==> src/rtl/uart_tx_fifo.sv <==
// uart_tx_fifo: show-ahead transmit byte FIFO with level, almost-full and sticky overflow status
module uart_tx_fifo #(
  parameter int DATA_W   = 8,
  parameter int DEPTH    = 16,
  parameter int ADDR_W   = 4,
  parameter int AF_LEVEL = 12
) (
  input  logic              pclk_i,
  input  logic              preset_n_i,
  input  logic              wr_en_i,
  input  logic [DATA_W-1:0] wr_data_i,
  input  logic              flush_i,
  input  logic              tx_ready_i,
  input  logic              ovf_clr_i,
  output logic [DATA_W-1:0] tx_data_o,
  output logic              tx_valid_o,
  output logic              full_o,
  output logic              empty_o,
  output logic              almost_full_o,
  output logic [ADDR_W:0]   level_o,
  output logic              overflow_o
);
  logic [DATA_W-1:0] mem [DEPTH];
  logic [ADDR_W-1:0] wr_ptr, rd_ptr;
  logic [ADDR_W:0]   level;
  logic              push, pop;
  assign push          = wr_en_i && !full_o;
  assign pop           = tx_valid_o && tx_ready_i;
  assign full_o        = level == (ADDR_W+1)'(DEPTH);
  assign empty_o       = level == '0;
  assign almost_full_o = level >= (ADDR_W+1)'(AF_LEVEL);
  assign tx_valid_o    = !empty_o;
  assign tx_data_o     = mem[rd_ptr];
  assign level_o       = level;
  always_ff @(posedge pclk_i or negedge preset_n_i)
    if (!preset_n_i) begin
      wr_ptr     <= '0;
      rd_ptr     <= '0;
      level      <= '0;
      overflow_o <= 1'b0;
      for (int i = 0; i < DEPTH; i++) mem[i] <= '0;
    end else begin
      overflow_o <= (wr_en_i && full_o) || (overflow_o && !ovf_clr_i);
      if (flush_i) begin
        wr_ptr <= '0;
        rd_ptr <= '0;
        level  <= '0;
      end else begin
        if (push) begin
          mem[wr_ptr] <= wr_data_i;
          wr_ptr      <= wr_ptr + 1'b1;
        end
        if (pop) rd_ptr <= rd_ptr + 1'b1;
        level <= level + {{ADDR_W{1'b0}}, push} - {{ADDR_W{1'b0}}, pop};
      end
    end
endmodule

==> config.mk <==
export PLATFORM = sky130hd
export DESIGN_NAME = uart_tx_fifo
export DESIGN_NICKNAME = d
export VERILOG_FILES = /design/src/rtl/uart_tx_fifo.sv
export SDC_FILE = /design/constraint.sdc
export NUM_CORES = 1
export LEC_CHECK = 0
export BUFFER_PORTS_ARGS = -buffer_cell sky130_fd_sc_hd__buf_2
export CAP_MARGIN = 30
export CORE_ASPECT_RATIO = 2
export CORE_MARGIN = 3
export CORE_UTILIZATION = 61
export CTS_CLUSTER_DIAMETER = 80
export DETAILED_ROUTE_END_ITERATION = 7
export GPL_ROUTABILITY_DRIVEN = 0
export PLACE_DENSITY_LB_ADDON = 0.2
export SETUP_SLACK_MARGIN = 0.15
export SLEW_MARGIN = 20
export SYNTH_ARGS = -nofsm -noshare
export SYNTH_HDL_FRONTEND = slang
export SYNTH_SLANG_ARGS = --single-unit
export TNS_END_PERCENT = 30
==> constraint.sdc <==
create_clock -name pclk_i -period 3.2 [get_ports pclk_i]
set_clock_uncertainty 0.15 [all_clocks]
set_input_delay 0 -clock pclk_i [delete_from_list [all_inputs] [get_ports pclk_i]]
set_output_delay 0 -clock pclk_i [all_outputs]
set_load 0.01 [all_outputs]
==> key figures <==
Final layout
  – Area growth from synthesis to layout: 15.2%
  – Diode count: 0
  – Fraction of layout cells with a size suffix above 1: about a quarter
  – Number of fill cells: approximately 720
  – Multi-input logic area: approximately 3200 um^2
  – Final instance area: 7970 um^2
  – Fin nets: 529
  – Register Area: about 3600 um^2
  – Final Core Density: 72.4%

Critical path
  – CP max stage delay: ~0.48 ns
  – Crit path max-delay family: adder cells
  – Arrival time at the worst endpoint: a little over 3 ns
  – Setup CP Type: flop to flop
  – Crit end category: flop
  – Slowest-stage cell, CP: or4b_4
  – CP required: roughly 3.3 ns
  – CP Max Fanout: 3
  – WP buf/inv: 4
  – Cells along the critical path: inv_1, ha_2, or4b_4, nand2_4, inv_1, ha_1, inv_1, ha_1, inv_1, fa_2, nand2b_4, a21oi_2, o21a_1, nor3_1
  – Startpoint types: flop
  – Crit path top cell by count: inv_1

Timing
  – RSZ-0062 raised after global routing: false
  – Hold Fails Final Rpt: 0
  – Smallest setup slack after layout: just under 0.3 ns
  – Minimum clock period: roughly 2.9 ns
  – Final setup viols: 0
  – Worst-margin pin slew: about 0.85 ns
  – Max-slew violation count: 0
  – Highest clock rate: between 300 and 400 MHz
  – Setup total negative slack: 0 ns
  – Tcrit/Tclk final: just over 90%
  – Max-slew headroom: between 40% and 50%

Clock tree
  – H-tree depth: 4
  – CTS max path bufs: 2
  – CTS clk-pin slew, worst paths: roughly 0.06 ns
  – CTS tree: done
  – CTS sink count: 142
  – CTS Buf Count: 17
  – CTS root buf: clkbuf_16
  – Clk_lat worst skew: 0.41 ns

Detailed routing
  – DRC Markers: 0
  – Met2 Wirelength: approximately 8100 um
  – Post-Route WL: roughly 14000 um
  – Max Used Layer: met4
  – Vias per Instance: 5.97
  – 1st-iter DRT viols: roughly 150
  – Final ANT Viol Nets: 0
  – Routed wire length per instance: 21.2 um
  – DR WL met3: approximately 330 um
  – Routed via count: about 3900
  – Wire length on met1: 5150 um
  – TritonRoute pass-1 iters: 4

Synth
  – Register area share after synthesis: between 50% and 60%
  – Largest family of logic cells by synthesized area: multiplexers
  – Cells after synthesis: about 450
  – Synth Area in Adders: under 10%
  – Fraction of the mapped netlist area in simple logic gates: just under 9%
  – Number of library cell types mapped by synthesis: 34
  – #FFs+latches synth: approximately 140
  – Mapped Avg Cell Area: between 15 and 20 um^2
  – Synth Area in Compound Gates: 2.46%
  – Synth warn: 0
  – Xor/xnor cell area share of the yosys netlist: 1.01%
  – Multiplexer area fraction after synthesis: between 30% and 40%
  – Synthesized area: 6920 um^2
  – Post-synth net total: 480

Die
  – I/O Pins: 32
  – Height of the die: between 150 and 200 um
  – Die Wd: 81.3 um
  – Initial Util: 62.9%
  – Core Rows: 54
  – Full die area: 12700 um^2
  – Core area: between 10000 and 15000 um^2

Power
  – Peak supply drop: 0.000630 V
  – P_leak: about 0.0042 uW
  – Final Power: 5630 uW
  – PwrDens: 707 nW/um^2

Run
  – Max Cap Viol: 0

Global routing
  – Overall routing resource usage: between 20% and 30%
  – First-pass GRT wire length: approximately 23000 um
  – Antenna violations before repair: 0
  – Largest net degree at the start of global routing: 93
  – Gr ovfl total: 0
  – Number of global-route vias before repair: around 4400

Placement
  – DP Worst Slack: 0.0811 ns
  – Dpl hpwl: 9550 um
  – Placed instance area: about 7200 um^2
  – I/O Buffers: 31

Hold path
  – Worst Hold Class: input pin to asynchronous set/reset pin

Status
  – Status: completed
-- area by class of cell --
| cell class | count | share of cell area [%] |
|---|---|---|
| Tap cell | 140 | 2.20 |
| Multi-Input combinational cell | 271 | 40.5 |
| Inverter | 14 | 0.659 |
| Clock inverter | 9 | 1.10 |
| Sequential cell | 142 | 44.6 |
| Clock buffer | 21 | 5.90 |
| Timing Repair Buffer | 55 | 5.07 |
-- state kept, by name, summed over array words and instances (netlist names) --
register and flops:
mem 128, overflow_o 1, level_o 5, rd_ptr 4, wr_ptr 4
-- synth_stat cells, drive strengths merged --
| master | instances | area share (%) |
|---|---|---|
| o21ai | 1 | 0.072 |
| inv | 14 | 0.76 |
| fa | 1 | 0.29 |
| nand4bb | 1 | 0.16 |
| nand2b | 1 | 0.090 |
| mux2 | 128 | 21 |
| o21a | 1 | 0.11 |
| a21oi | 4 | 0.29 |
| buf | 11 | 0.90 |
| a21o | 1 | 0.11 |
| xnor2 | 2 | 0.25 |
| clkbuf | 14 | 0.76 |
| nor3 | 2 | 0.14 |
| nand2 | 14 | 0.80 |
| and2 | 1 | 0.090 |
| nand3b | 1 | 0.16 |
| nor2b | 3 | 0.27 |
| a221o | 1 | 0.14 |
| nor2 | 28 | 5.3 |
| xor2 | 6 | 0.76 |
| ha | 13 | 2.3 |
| mux4 | 32 | 10 |
| or3 | 1 | 0.090 |
| dfrtp | 142 | 51 |
| nand3 | 9 | 1.4 |
| or3b | 1 | 0.13 |
| or4b | 1 | 0.14 |
| a22oi | 16 | 1.7 |
| and3 | 2 | 0.18 |
-- report_power, final --
| part | switching (uW) | internal [uW] | total (uW) |
|---|---|---|---|
| registers | 187 | 2060 | 2240 |
| clock network | 724 | 1120 | 1850 |
| logic | 767 | 780 | 1550 |
| total | 1680 | 3960 | 5630 |
-- final timing paths --
| path | startpoint | cells after the start | endpoint | slack (ns) |
|---|---|---|---|---|
| worst min register to register | mem[45]$_DFFE_PN0P_ | 1 | mem[45]$_DFFE_PN0P_ | 0.33 |
| worst max register to register | level_o[3]$_DFF_PN0_ | 14 | level_o[4]$_DFF_PN0_ | 0.29 |
| worst min-delay path | preset_n_i | 2 | mem[93]$_DFFE_PN0P_ | 0.09 |
| max in group asynchronous | preset_n_i | 3 | mem[87]$_DFFE_PN0P_ | 2.03 |
| min in group pclk_i | mem[45]$_DFFE_PN0P_ | 1 | mem[45]$_DFFE_PN0P_ | 0.33 |
| worst max-delay path | level_o[3]$_DFF_PN0_ | 14 | level_o[4]$_DFF_PN0_ | 0.29 |
-- what timing repair did --
item,CTS,global route
endpoints found under the setup margin,1,1
hold buffers,15,0
pin swaps,0,1
gates cloned,0,0
setup buffers,1,2
resized for setup,3,5
hold endpoints to repair,233,0
-- cell usage in the layout, fill, tap and decap left out, types with 6 or more instances in the layout --
cell type	count
mux2_1	128
nand2_1	12
mux4_2	32
clkbuf_16	17
xor2_1	6
ha_1	12
dfrtp_1	141
a22oi_1	16
nor2_1	12
dlygate4sd3_1	15
nor2_8	16
inv_1	13
buf_2	30
buf_4	7
-- routing by layer --
| layer | track usage (%) | vias to the layer above |
|---|---|---|
| met4 | 8.46 | 0 |
| met5 | 0 | - |
| met1 | 27.9 | 2047 |
| li1 | - | 1757 |
| met2 | 45.3 | 61 |
| met3 | 4.84 | 26 |
-- through the flow --
step / hold WS (ns) / instances
after detailed placement: -0.00260 / 604
final: 0.0929 / 652
after global placement: -0.0265 / 604
after CTS: 0.128 / 650
after floorplan: -0.446 / 452
after global routing: 0.153 / 652
-- kinds of logic (layout without fill, tap and decap cells) --
kind of cell / count (synthesis) / in the layout
AOI/OAI and AO/OA: 24 / 24
DFF: 142 / 142
xor gates and xnor gates: 8 / 8
buffers and inverters: 39 / 99
and+or+nand+nor: 65 / 65
muxes: 160 / 160
adders and majority gates: 14 / 14
(Power assumes the default switching activity.)
